File: src/rtl/apb_cmd_pkg.sv
// Shared types and constants for the APB command master.
package apb_cmd_pkg;

  localparam int unsigned APB_ADDR_W = 12;
  localparam int unsigned APB_DATA_W = 32;

  typedef enum logic [1:0] {
    IDLE,
    SETUP,
    ACCESS,
    RESP
  } state_e;

  // Register offsets of the timer slave, for use by benches and sequencers.
  localparam logic [11:0] TIM_TCR   = 12'h000;
  localparam logic [11:0] TIM_TDR0  = 12'h004;
  localparam logic [11:0] TIM_TDR1  = 12'h008;
  localparam logic [11:0] TIM_TCMP0 = 12'h00C;
  localparam logic [11:0] TIM_TCMP1 = 12'h010;
  localparam logic [11:0] TIM_TIER  = 12'h014;
  localparam logic [11:0] TIM_TISR  = 12'h018;
  localparam logic [11:0] TIM_THCSR = 12'h01C;

endpackage

File: src/rtl/apb_cmd_tmo_cnt.sv
// Counts ACCESS wait cycles and flags the cycle on which the transfer must be
// abandoned. TIMEOUT_CYC = 0 removes the counter entirely (wait forever).
module apb_cmd_tmo_cnt #(
  parameter int unsigned TIMEOUT_CYC = 256,
  parameter int unsigned CNT_W       = 16
) (
  input  logic clk,
  input  logic rst_n,
  input  logic clr,
  input  logic en,
  input  logic pready,
  output logic expire
);

  generate
    if (TIMEOUT_CYC == 0) begin : g_off
      assign expire = 1'b0;
    end else begin : g_on
      logic [CNT_W-1:0] cnt;

      // Wait-cycle counter: cleared while entering ACCESS, bumps per stalled cycle.
      always_ff @(posedge clk or negedge rst_n) begin
        if (!rst_n) begin
          cnt <= '0;
        end else if (clr) begin
          cnt <= '0;
        end else if (en && !pready) begin
          cnt <= cnt + CNT_W'(1);
        end
      end

      // A pready arriving on the final cycle masks the abort.
      assign expire = en && !pready && (cnt == CNT_W'(TIMEOUT_CYC - 1));
    end
  endgenerate

endmodule

File: src/rtl/apb_cmd_master.sv
// APB4 initiator: one register command in, one APB transfer out, one response back.
module apb_cmd_master
  import apb_cmd_pkg::*;
#(
  parameter int unsigned ADDR_W      = APB_ADDR_W,
  parameter int unsigned DATA_W      = APB_DATA_W,
  parameter int unsigned TIMEOUT_CYC = 256,
  parameter int unsigned CNT_W       = 16
) (
  input  logic                sys_clk,
  input  logic                sys_rst_n,
  input  logic                cmd_valid,
  output logic                cmd_ready,
  input  logic                cmd_write,
  input  logic [ADDR_W-1:0]   cmd_addr,
  input  logic [DATA_W-1:0]   cmd_wdata,
  input  logic [DATA_W/8-1:0] cmd_strb,
  output logic                rsp_valid,
  input  logic                rsp_ready,
  output logic [DATA_W-1:0]   rsp_rdata,
  output logic                rsp_err,
  output logic                rsp_timeout,
  output logic                apb_psel,
  output logic                apb_penable,
  output logic                apb_pwrite,
  output logic [ADDR_W-1:0]   apb_paddr,
  output logic [DATA_W-1:0]   apb_pwdata,
  output logic [DATA_W/8-1:0] apb_pstrb,
  input  logic [DATA_W-1:0]   apb_prdata,
  input  logic                apb_pready,
  input  logic                apb_pslverr
);

  state_e              state, state_n;
  logic                cmd_ready_n, rsp_valid_n, rsp_err_n, rsp_timeout_n;
  logic [DATA_W-1:0]   rsp_rdata_n;
  logic                psel_n, penable_n, pwrite_n;
  logic [ADDR_W-1:0]   paddr_n;
  logic [DATA_W-1:0]   pwdata_n;
  logic [DATA_W/8-1:0] pstrb_n;
  logic                expire;

  apb_cmd_tmo_cnt #(
    .TIMEOUT_CYC (TIMEOUT_CYC),
    .CNT_W       (CNT_W)
  ) u_tmo (
    .clk    (sys_clk),
    .rst_n  (sys_rst_n),
    .clr    (state == SETUP),
    .en     (state == ACCESS),
    .pready (apb_pready),
    .expire (expire)
  );

  // Next state and next value of every registered output. The APB output
  // registers double as the command latch, loaded on the accept edge.
  always_comb begin
    state_n       = state;
    cmd_ready_n   = cmd_ready;
    rsp_valid_n   = rsp_valid;
    rsp_rdata_n   = rsp_rdata;
    rsp_err_n     = rsp_err;
    rsp_timeout_n = rsp_timeout;
    psel_n        = apb_psel;
    penable_n     = apb_penable;
    pwrite_n      = apb_pwrite;
    paddr_n       = apb_paddr;
    pwdata_n      = apb_pwdata;
    pstrb_n       = apb_pstrb;
    case (state)
      IDLE: begin
        if (cmd_valid) begin
          state_n     = SETUP;
          cmd_ready_n = 1'b0;
          psel_n      = 1'b1;
          pwrite_n    = cmd_write;
          paddr_n     = cmd_addr;
          pwdata_n    = cmd_wdata;
          pstrb_n     = cmd_write ? cmd_strb : '0;
        end
      end
      SETUP: begin
        state_n   = ACCESS;
        penable_n = 1'b1;
      end
      ACCESS: begin
        if (apb_pready || expire) begin
          state_n       = RESP;
          rsp_valid_n   = 1'b1;
          rsp_timeout_n = !apb_pready;
          rsp_err_n     = apb_pready ? apb_pslverr : 1'b1;
          rsp_rdata_n   = (apb_pready && !apb_pwrite) ? apb_prdata : '0;
          psel_n        = 1'b0;
          penable_n     = 1'b0;
          pwrite_n      = 1'b0;
          paddr_n       = '0;
          pwdata_n      = '0;
          pstrb_n       = '0;
        end
      end
      RESP: begin
        if (rsp_ready) begin
          state_n       = IDLE;
          cmd_ready_n   = 1'b1;
          rsp_valid_n   = 1'b0;
          rsp_rdata_n   = '0;
          rsp_err_n     = 1'b0;
          rsp_timeout_n = 1'b0;
        end
      end
      default: state_n = IDLE;
    endcase
  end

  // State and output registers.
  always_ff @(posedge sys_clk or negedge sys_rst_n) begin
    if (!sys_rst_n) begin
      state       <= IDLE;
      cmd_ready   <= 1'b1;
      rsp_valid   <= 1'b0;
      rsp_rdata   <= '0;
      rsp_err     <= 1'b0;
      rsp_timeout <= 1'b0;
      apb_psel    <= 1'b0;
      apb_penable <= 1'b0;
      apb_pwrite  <= 1'b0;
      apb_paddr   <= '0;
      apb_pwdata  <= '0;
      apb_pstrb   <= '0;
    end else begin
      state       <= state_n;
      cmd_ready   <= cmd_ready_n;
      rsp_valid   <= rsp_valid_n;
      rsp_rdata   <= rsp_rdata_n;
      rsp_err     <= rsp_err_n;
      rsp_timeout <= rsp_timeout_n;
      apb_psel    <= psel_n;
      apb_penable <= penable_n;
      apb_pwrite  <= pwrite_n;
      apb_paddr   <= paddr_n;
      apb_pwdata  <= pwdata_n;
      apb_pstrb   <= pstrb_n;
    end
  end

endmodule

File: config.mk
export PLATFORM = sky130hd
export DESIGN_NAME = apb_cmd_master
export DESIGN_NICKNAME = d
export VERILOG_FILES = /design/src/rtl/apb_cmd_pkg.sv /design/src/rtl/apb_cmd_tmo_cnt.sv /design/src/rtl/apb_cmd_master.sv
export SDC_FILE = /design/constraint.sdc
export NUM_CORES = 1
export LEC_CHECK = 0
export CORE_ASPECT_RATIO = 1.75
export CORE_MARGIN = 3
export CORE_UTILIZATION = 47
export CTS_BUF_LIST = sky130_fd_sc_hd__clkbuf_8
export DETAILED_ROUTE_END_ITERATION = 10
export HOLD_SLACK_MARGIN = 0.08
export PLACE_DENSITY = 0.83
export SETUP_SLACK_MARGIN = 0.5
export SLEW_MARGIN = 5
export SYNTH_ARGS = -nofsm -noshare
export SYNTH_HDL_FRONTEND = slang
export SYNTH_HIERARCHICAL = 1
export SYNTH_SLANG_ARGS = --single-unit
File: constraint.sdc
create_clock -name sys_clk -period 2.9 [get_ports sys_clk]
set_input_delay 0.29 -clock sys_clk [delete_from_list [all_inputs] [get_ports sys_clk]]
set_output_delay 0.29 -clock sys_clk [all_outputs]
set_load 0.02 [all_outputs]
==> summary.txt, run 1 <==
Initial Util: 0.487
Area Overhead vs Synth: 45.1%
FF-to-FF End: u_tmo/g_on.cnt[11]$_DFFE_PN0P_
Initial antenna violation count: 0
Clk network pwr share: 0.118
Final net count: 748
Initial DRC count: 264
Critical path class: register to register
Placer congestion estimate: 0.816
Slew @ Worst Pin: 0.667 ns
N_diodes: 0
Reg-to-reg slack, setup: 0.60 ns
Clock Skew: 0.0117 ns
Layout cells sized above 1: 0.0727
R2R cell count: 7
Post-Route WL: 13,500 um
Syn Inst Count: 481
Pre-Repair DR Iteration Count: 6
Number of port buffers: 173
Max H-tree Level: 3
Fmax achieved: 0.435 GHz
TritonCTS buffer count: 9
Worst Path Required: 3.17 ns
Yosys warns: 6
Number of synthesized flops with an enable pin: 0
Synth Area per Inst: 10.2 um^2
Fraction of registers with async set/reset: 1.00
Cell Chain, Critical Path: inv_2 -> ha_4 -> buf_12 -> nand4b_1 -> or3_4 -> or4_1 -> a21oi_1
Worst-path clk slew: 0.09 ns
CTS Root Cell: clkbuf_8
Largest net degree at the start of global routing: 57
Hold Crit Class: input port to register
Final Cycle Share: 0.792
Distinct cells, synth: 38
Routed vias/inst: 5.28
MaxCap Viol Count: 0
Std cell rows: 48
Die footprint: 11,700 um^2
DRC: 0
Crit path DAT: 2.56 ns
Flip-flop and latch area: 2630 um^2
Vias in the first global route: 4,353
Post-route ant nets: 0
DIE WIDTH: 83.1 um
Vias: 4,145
Commonest cells after routing, fill and taps aside: clkdlybuf4s50_1, dfrtp_1, inv_1, nand4b_1, o21ai_0
Switching Share: 0.406
RSZ-0062 raised after global routing: false
Net Switching: 3.11 mW
Peak supply drop: 0.649 mV
Worst skew pair latency: 0.36 ns
Multi-input gate area: 1840 um^2
Pwr dens: 1080 nW/um^2
TNS Setup: 0 ns
Synthesized Nets: 574
Core ar.: 10,000 um^2
Die Y-Extent: 141 um
Total grt overflow: 0
CTS tree: built
Final Critical Period: 2.30 ns
Hold EP: rsp_rdata[2]$_DFFE_PN0P_
Critical path peak fanout: 54
Wire length of the first global-routing pass: 21,800 um
CP endpoint kind: register
Fill cells: 702
Final Instance Count excl. Fillers: 785
Final Hold Fails: 0
Hold Crit Start: apb_prdata[2]
Power share of the combinational group: 0.565
Slew HR: 0.555
Drt wl/cell: 17.2 um
Mapped Area: 4890 um^2
Reg power frac: 0.318
Crit Reg-Reg Startpoint: state[0]$_DFFE_PN0P_
Leak pwr: 2.98 nW
Int Pwr: 4.55 mW
Commonest non-fill, non-tap cell in the layout: clkdlybuf4s50_1
Seq/Total Area, Yosys: 0.538
Worst hold stages: 3
Max incr delay on CP: 0.46 ns
CTS Buffer Depth: 2
Slew Viols, Final: 0
Status: complete, no violations
Clock Sinks: 105
Synth Flop Type: dfrtp_1
IO Count: 174
FF+latch count, synth: 105
Slowest cell on crit path: or4_1
Placed cells: 759
Gr usage total: 0.229
Final setup fails: 0
Dpl hpwl: 9480 um
CP Launch Type: register
flip-flops by register name, indices dropped and copies added, names as in the netlist:
register and flops:
apb_paddr 12, apb_penable 1, apb_psel 1, apb_pstrb 4, apb_pwdata 32, apb_pwrite 1
cmd_ready 1, rsp_err 1, rsp_rdata 32, rsp_timeout 1, rsp_valid 1, state 2
u_tmo/g_on.cnt 16
synthesized netlist by cell type, types with 4 or more instances:
library cell | count | area share
nand4b_1 | 46 | 0.082
inv_1 | 87 | 0.067
nor4_1 | 8 | 0.010
nor2b_1 | 5 | 0.0064
mux2_1 | 4 | 0.0092
o21ai_0 | 46 | 0.047
nand2_1 | 44 | 0.034
clkbuf_1 | 21 | 0.016
xnor2_1 | 11 | 0.020
dfrtp_1 | 104 | 0.53
nand4_1 | 4 | 0.0051
nor2_1 | 23 | 0.018
mux2i_1 | 37 | 0.076
ha_1 | 6 | 0.015
nor3_1 | 4 | 0.0041
critical path, delay by kind of cell (launching register included):
kind | cells | cell delay [ns]
adders and majority gates | 1 | 0.16
AOI/OAI and AO/OA | 1 | 0.21
buffers and inverters | 2 | 0.34
DFF | 1 | 0.44
and+or+nand+nor | 3 | 1.08
how the worst max path moves through the flow:
stage / start / end / slack, ns / cells past startpoint
after floorplan: state[0]$_DFFE_PN0P_ / apb_pwrite$_DFFE_PN0P_ / 0.51 / 9
after global placement: state[0]$_DFFE_PN0P_ / u_tmo/g_on.cnt[13]$_DFFE_PN0P_ / 0.39 / 7
after detailed placement: state[0]$_DFFE_PN0P_ / u_tmo/g_on.cnt[13]$_DFFE_PN0P_ / 0.32 / 7
after CTS: state[0]$_DFFE_PN0P_ / u_tmo/g_on.cnt[13]$_DFFE_PN0P_ / 0.45 / 7
after global routing: state[0]$_DFFE_PN0P_ / rsp_rdata[22]$_DFFE_PN0P_ / 0.49 / 10
final: state[0]$_DFFE_PN0P_ / u_tmo/g_on.cnt[11]$_DFFE_PN0P_ / 0.60 / 7
timing repair:
action                                  4_1_cts  5_1_grt
pin swaps                                     3        3
resized for setup                             2        5
endpoints found under the hold margin        49        0
cloned                                        1        0
endpoints found under the setup margin       80       81
setup buffers                                 3        5
hold buffers                                  1        0
routing by layer:
metal	up-vias	part of all wire	GRT usage
met5	-	0	0
met4	0	0.051	0.136
met3	46	0.041	0.0316
met2	162	0.55	0.404
met1	2001	0.36	0.263
li1	1936	-	-
power by group through the flow:
stage	sequential (mW)	combinational (mW)	clock, mW
2_1_floorplan	3.15	1.58	0
3_3_place_gp	2.43	3.98	0
3_5_place_dp	2.46	4.12	0
4_1_cts	2.43	4.27	0.933
5_1_grt	2.51	4.62	0.976
6_report	2.43	4.32	0.900
layout make-up:
cell class / count / share of cell area
clock inverter: 6 / 0.00829
multi-input combinational: 261 / 0.260
timing repair buffer: 191 / 0.274
inverter: 87 / 0.0460
clock buffer: 10 / 0.0194
sequential: 105 / 0.371
tap: 125 / 0.0220
per-stage QoR:
step | util | power, mW | cell area, um^2 | hold slack (ns) | setup slack [ns]
after floorplan | - | 4.73 | 4900 | -0.00559 | 0.511
after global placement | 0.674 | 6.41 | 6760 | 0.353 | 0.387
after detailed placement | 0.674 | 6.57 | 6760 | 0.360 | 0.322
after CTS | 0.701 | 7.63 | 7030 | 0.456 | 0.454
after global routing | 0.707 | 8.11 | 7090 | 0.477 | 0.487
final | 0.707 | 7.65 | 7090 | 0.480 | 0.602
logic make-up (layout without fill, tap and decap cells):
family,after synthesis,after routing,share of synthesized area
buf+inv,115,294,0.0944
xor+xnor,12,12,0.0215
compound gates,53,53,0.0573
simple gates,147,147,0.184
flops,105,105,0.538
fa+ha+maj,6,6,0.0154
mux,43,43,0.0896
No activity file was read; power rests on OpenSTA's default activity.
==> run 2: changes to the inputs <==
Clock period 2.9 ns to 2.3 ns, I/O delays scaled along.
==> run 2 against run 1 <==
Largest cell class unchanged. Die area is the same. Critical path type unchanged. Wire length grew 11%. First-iteration DRC count shrank 48%. Core utilization grew 5.2 points. Highest routed layer unchanged. Final area grew 7.3%.
==> summary.txt, run 2 (synthesis gave the netlist of run 1 again) <==
IO Count: 174 (unchanged)
Cell Chain, Critical Path: ha_4 -> nand4b_1 -> nor3_2 -> and3_4 -> nor3b_4 -> nor3_4 -> buf_12 -> buf_4 -> buf_12 -> o22ai_2 (was inv_2 -> ha_4 -> buf_12 -> nand4b_1 -> or3_4 -> or4_1 -> a21oi_1)
Number of port buffers: 173 (unchanged)
Area Overhead vs Synth: 55.7% (was 45.1%)
Placed cells: 768 (was 759)
Critical path's most frequent cell: buf_12
Final Hold Fails: 0 (unchanged)
Core ar.: 10,000 um^2 (unchanged)
Post-route ant nets: 0 (unchanged)
CTS tree: built (unchanged)
Vias in the first global route: 4,514 (was 4,353)
CP Launch Type: register (unchanged)
Final net count: 773 (was 748)
Slew Viols, Final: 0 (unchanged)
CTS Root Cell: clkbuf_8 (unchanged)
TritonCTS buffer count: 9 (unchanged)
Initial antenna violation count: 0 (unchanged)
DIE WIDTH: 83.1 um (unchanged)
Gr usage total: 0.241 (was 0.229)
Drt wl/cell: 18.5 um (was 17.2 um)
Final Cycle Share: 0.889 (was 0.792)
Routed vias/inst: 5.31 (was 5.28)
Initial Util: 0.487 (unchanged)
Max incr delay on CP: 0.45 ns (was 0.46 ns)
Commonest non-fill, non-tap cell in the layout: clkdlybuf4s50_1 (unchanged)
Initial DRC count: 137 (was 264)
Placed Area: 6860 um^2 (was 6760 um^2)
R2R cell count: 10 (was 7)
Crit path DAT: 2.35 ns (was 2.56 ns)
Max H-tree Level: 3 (unchanged)
CTS Buffer Depth: 2 (unchanged)
Dpl hpwl: 9850 um (was 9480 um)
Clock Skew: 0.0143 ns (was 0.0117 ns)
Std cell rows: 48 (unchanged)
Largest regs: apb_pwdata x32, rsp_rdata x32, u_tmo/g_on.cnt x16 (unchanged)
Final Instance Count excl. Fillers: 810 (was 785)
Final setup fails: 0 (unchanged)
Reg-to-reg slack, setup: 0.25 ns (was 0.60 ns)
Worst skew pair latency: 0.38 ns (was 0.36 ns)
Slowest cell on crit path: dfrtp_2 (was or4_1)
RSZ-0062 raised after global routing: true (was false)
Commonest cells after routing, fill and taps aside: clkdlybuf4s50_1, dfrtp_1, inv_1, nand4b_1, nand2_1 (was clkdlybuf4s50_1, dfrtp_1, inv_1, nand4b_1, o21ai_0)
Finished layout cell area: 7610 um^2 (was 7090 um^2)
TNS Setup: 0 ns (unchanged)
MaxCap Viol Count: 0 (unchanged)
DRC: 0 (unchanged)
Crit Reg-Reg Startpoint: state[1]$_DFFE_PN0P_ (was state[0]$_DFFE_PN0P_)
Peak supply drop: 1.05 mV (was 0.649 mV)
CP endpoint kind: register (unchanged)
Worst-path clk slew: 0.11 ns (was 0.09 ns)
Total grt overflow: 0 (unchanged)
Slew @ Worst Pin: 0.495 ns (was 0.667 ns)
Wire length of the first global-routing pass: 22,700 um (was 21,800 um)
Die Y-Extent: 141 um (unchanged)
Critical path class: register to register (unchanged)
Leak pwr: 3.24 nW (was 2.98 nW)
Post-Route WL: 14,900 um (was 13,500 um)
Placer congestion estimate: 0.838 (was 0.816)
Vias: 4,305 (was 4,145)
Layout cells sized above 1: 0.166 (was 0.0727)
Crit path launch: state[1]$_DFFE_PN0P_ (was state[0]$_DFFE_PN0P_)
Status: complete, no violations (unchanged)
Largest net degree at the start of global routing: 54 (was 57)
N_diodes: 0 (unchanged)
Pre-Repair DR Iteration Count: 4 (was 6)
Fmax achieved: 0.489 GHz (was 0.435 GHz)
Pwr dens: 1440 nW/um^2 (was 1080 nW/um^2)
Clock Sinks: 105 (unchanged)
Critical path peak fanout: 7 (was 54)
Die footprint: 11,700 um^2 (unchanged)
Final Critical Period: 2.05 ns (was 2.30 ns)
Hold Crit Class: input port to async pin (was input port to register)
Worst Path Required: 2.60 ns (was 3.17 ns)
FF-to-FF End: apb_psel$_DFFE_PN0P_ (was u_tmo/g_on.cnt[11]$_DFFE_PN0P_)
Slew HR: 0.670 (was 0.555)
-- run 2: changes by cell type in the layout (fill, tap and decap cells not counted), moves of 5 or more --
cell / delta
buf_12: +6
clkbuf_16: +5
o21ai_2: +26
buf_4: +11
o21ai_1: +13
o21ai_0: -41
-- run 2: critical path: cells and delay by family, from the launching register on --
kind                       cells  cell delay (ns)
buffers and inverters          3             0.43
AOI/OAI and AO/OA              1             0.15
adders and majority gates      1             0.18
and+or+nand+nor                5             0.77
DFF                            1             0.45
-- run 2: power by group --
| group | switching, mW | total [mW] | internal, mW | leakage (nW) |
|---|---|---|---|---|
| combinational | 3.32 | 6.70 | 3.38 | 1.74 |
| sequential | 0.479 | 3.11 | 2.63 | 1.40 |
| clock | 0.672 | 1.19 | 0.513 | 0.100 |
| total | 4.48 | 11.0 | 6.52 | 3.24 |
-- run 2: worst max path at each step --
stage | to | slack (ns) | depth (start not counted)
2_1_floorplan | apb_pwrite$_DFFE_PN0P_ | 0.09 | 9
5_1_grt | apb_psel$_DFFE_PN0P_ | 0.17 | 10
6_report | apb_psel$_DFFE_PN0P_ | 0.25 | 10
4_1_cts | rsp_rdata[16]$_DFFE_PN0P_ | 0.34 | 10
3_5_place_dp | rsp_rdata[16]$_DFFE_PN0P_ | 0.08 | 9
3_3_place_gp | state[1]$_DFFE_PN0P_ | 0.16 | 7
-- run 2: metrics by stage --
| step | hold slack, ns | setup slack (ns) | total power [mW] | utilization |
|---|---|---|---|---|
| after floorplan | -0.0656 | 0.0923 | 6.04 | - |
| after global placement | 0.155 | 0.157 | 8.34 | 0.684 |
| after detailed placement | 0.162 | 0.0759 | 8.53 | 0.684 |
| after CTS | 0.286 | 0.339 | 10.1 | 0.721 |
| after global routing | 0.302 | 0.166 | 11.5 | 0.759 |
| final | 0.296 | 0.255 | 11.0 | 0.759 |
-- run 2: area by class of cell --
class	count	area, um^2
clock inverter	7	77.6
tap	125	156
clock buffer	9	124
inverter	87	327
timing repair buffer	216	2280
fill	652	2420
multi-input combinational	261	2020
sequential	105	2630
-- run 2: routing by layer --
metal	wire length, um	share of wire	GRT usage	up-vias
met1	5270	0.35	0.268	2139
met2	8530	0.57	0.441	151
li1	-	-	-	1979
met5	0	0	0	-
met4	592	0.040	0.136	0
met3	547	0.037	0.0292	36
-- run 2: timing repair --
item,4_1_cts,5_1_grt
cloned,1,6
pin swaps,5,4
setup endpoints to repair,94,97
setup buffers,9,9
hold endpoints to repair,23,0
resized for setup,39,58
hold buffers,1,0
==> run 3: changes to the inputs <==
Settings changed: PLACE_DENSITY 0.83 to 0.92, REMOVE_ABC_BUFFERS set to 1, SETUP_SLACK_MARGIN 0.5 to 0.3.
==> run 3 against run 2 <==
Clock skew is essentially flat. Worst hold slack improved by 0.071 ns. Register-to-register slack worse by 0.04 ns. Wire length is 0.16% lower. Worst setup slack lost 0.039 ns. Critical path depth unchanged. Global-route usage increased by 0.91 points. Clock-buffer cell count stayed put. Largest cell class unchanged. Largest power group unchanged.
==> summary.txt, run 3 (synthesis gave the netlist of run 1 again) <==
Status: complete, no violations (unchanged)
Pwr dens: 1400 nW/um^2 (was 1440 nW/um^2)
Final setup fails: 0 (unchanged)
Placed Area: 6890 um^2 (was 6860 um^2)
Finished layout cell area: 7410 um^2 (was 7610 um^2)
Hold Crit Class: input port to async pin (unchanged)
Layout cells sized above 1: 0.120 (was 0.166)
Routed vias/inst: 5.37 (was 5.31)
Worst skew pair latency: 0.37 ns (was 0.38 ns)
Largest net degree at the start of global routing: 49 (was 54)
Core ar.: 10,000 um^2 (unchanged)
Initial antenna violation count: 0 (unchanged)
Placer congestion estimate: 0.958 (was 0.838)
Commonest non-fill, non-tap cell in the layout: clkdlybuf4s50_1 (unchanged)
Vias in the first global route: 4,606 (was 4,514)
Die footprint: 11,700 um^2 (unchanged)
CTS Buffer Depth: 2 (unchanged)
MaxCap Viol Count: 0 (unchanged)
CP Launch Type: register (unchanged)
Peak supply drop: 0.938 mV (was 1.05 mV)
Final Hold Fails: 0 (unchanged)
Std cell rows: 48 (unchanged)
Crit path launch: state[0]$_DFFE_PN0P_ (was state[1]$_DFFE_PN0P_)
Leak pwr: 3.13 nW (was 3.24 nW)
Slew @ Worst Pin: 0.536 ns (was 0.495 ns)
Fmax achieved: 0.480 GHz (was 0.489 GHz)
Core Util, Final: 0.739 (was 0.759)
DIE WIDTH: 83.1 um (unchanged)
Worst-path clk slew: 0.11 ns (about the same)
Clock Skew: 0.0144 ns (was 0.0143 ns)
CP endpoint kind: register (unchanged)
Dpl hpwl: 10,400 um (was 9850 um)
Slew HR: 0.643 (was 0.670)
R2R cell count: 10 (unchanged)
Pre-Repair DR Iteration Count: 7 (was 4)
Reg-to-reg slack, setup: 0.22 ns (was 0.25 ns)
Clock Sinks: 105 (unchanged)
Die Y-Extent: 141 um (unchanged)
Critical path class: register to register (unchanged)
IO Count: 174 (unchanged)
Final net count: 771 (was 773)
Drt wl/cell: 18.5 um (about the same)
FF-to-FF End: rsp_rdata[27]$_DFFE_PN0P_ (was apb_psel$_DFFE_PN0P_)
RSZ-0062 raised after global routing: true (unchanged)
DRC: 0 (unchanged)
Worst Path Required: 2.58 ns (was 2.60 ns)
Critical path peak fanout: 7 (unchanged)
N_diodes: 0 (unchanged)
TritonCTS buffer count: 9 (unchanged)
Post-route ant nets: 0 (unchanged)
Initial DRC count: 264 (was 137)
Crit Reg-Reg Startpoint: state[0]$_DFFE_PN0P_ (was state[1]$_DFFE_PN0P_)
Post-Route WL: 14,900 um (about the same)
Vias: 4,336 (was 4,305)
Final Critical Period: 2.08 ns (was 2.05 ns)
Commonest cells after routing, fill and taps aside: clkdlybuf4s50_1, dfrtp_1, inv_1, nand4b_1, nand2_1 (unchanged)
Gr usage total: 0.251 (was 0.241)
Wire length of the first global-routing pass: 23,400 um (was 22,700 um)
Largest regs: apb_pwdata x32, rsp_rdata x32, u_tmo/g_on.cnt x16 (unchanged)
Final Cycle Share: 0.906 (was 0.889)
CTS tree: built (unchanged)
Area Overhead vs Synth: 51.5% (was 55.7%)
CTS Root Cell: clkbuf_8 (unchanged)
Number of port buffers: 173 (unchanged)
Slew Viols, Final: 0 (unchanged)
Total grt overflow: 0 (unchanged)
Initial Util: 0.487 (unchanged)
Crit path DAT: 2.36 ns (was 2.35 ns)
Max H-tree Level: 3 (unchanged)
Worst setup path end: rsp_rdata[27]$_DFFE_PN0P_ (was apb_psel$_DFFE_PN0P_)
-- run 3: per-stage QoR --
| step | hold WS [ns] | power [mW] | TNS [ns] | instances | worst slack [ns] |
|---|---|---|---|---|---|
| floorplan | -0.0656 | 5.79 | -125.97 | 453 | -1.67 |
| global placement | 0.222 | 8.30 | 0 | 775 | 0.0191 |
| detailed placement | 0.230 | 8.53 | -0.0652 | 775 | -0.0439 |
| CTS | 0.375 | 9.90 | 0 | 801 | 0.289 |
| global route | 0.396 | 11.0 | 0 | 808 | 0.151 |
| finish | 0.367 | 10.4 | 0 | 808 | 0.216 |
-- run 3: final cells by class --
cell class,instances,area [um^2]
Clock buffer,9,124
Clock inverter,7,55.1
Fill cell,639,2620
Inverter,87,327
Multi-Input combinational cell,261,1910
Sequential cell,105,2630
Tap cell,125,156
Timing Repair Buffer,214,2210
-- run 3: power breakdown --
part | internal [mW] | switching [mW] | total, mW
combinational | 3.08 | 3.13 | 6.21
sequential | 2.63 | 0.499 | 3.13
clock | 0.404 | 0.660 | 1.06
total | 6.11 | 4.29 | 10.4
-- run 3: metal layers --
layer / GRT usage / wire length, um / vias to the layer above
met4: 0.127 / 799 / 0
met1: 0.273 / 5060 / 2110
met2: 0.456 / 8290 / 193
li1: - / - / 1980
met3: 0.0515 / 772 / 53
met5: 0 / 0 / -
-- run 3: worst min-delay path by stage --
stage / start / endpoint / slack [ns]
after floorplan: sys_rst_n / apb_paddr[0]$_DFFE_PN0P_ / -0.07
after global placement: sys_rst_n / rsp_rdata[21]$_DFFE_PN0P_ / 0.22
after detailed placement: sys_rst_n / rsp_rdata[12]$_DFFE_PN0P_ / 0.23
after CTS: sys_rst_n / apb_paddr[9]$_DFFE_PN0P_ / 0.37
after global routing: sys_rst_n / rsp_rdata[13]$_DFFE_PN0P_ / 0.40
final: sys_rst_n / rsp_rdata[13]$_DFFE_PN0P_ / 0.37
-- run 3: repair_timing --
action	CTS	global route
gates resized for setup	13	63
cloned	1	2
hold buffers	1	0
pin swaps	7	3
endpoints found under the setup margin	86	86
endpoints found under the hold margin	36	0
buffers inserted	8	5
-- run 3: critical path, cell delays in order (launching register included) --
cell	delay [ns]
dfrtp_1	0.41
inv_2	0.08
ha_4	0.13
nand4b_1	0.15
nor3_2	0.21
and3_4	0.25
nor3b_4	0.07
nor3_4	0.15
buf_12	0.17
buf_12	0.14
mux2i_4	0.24
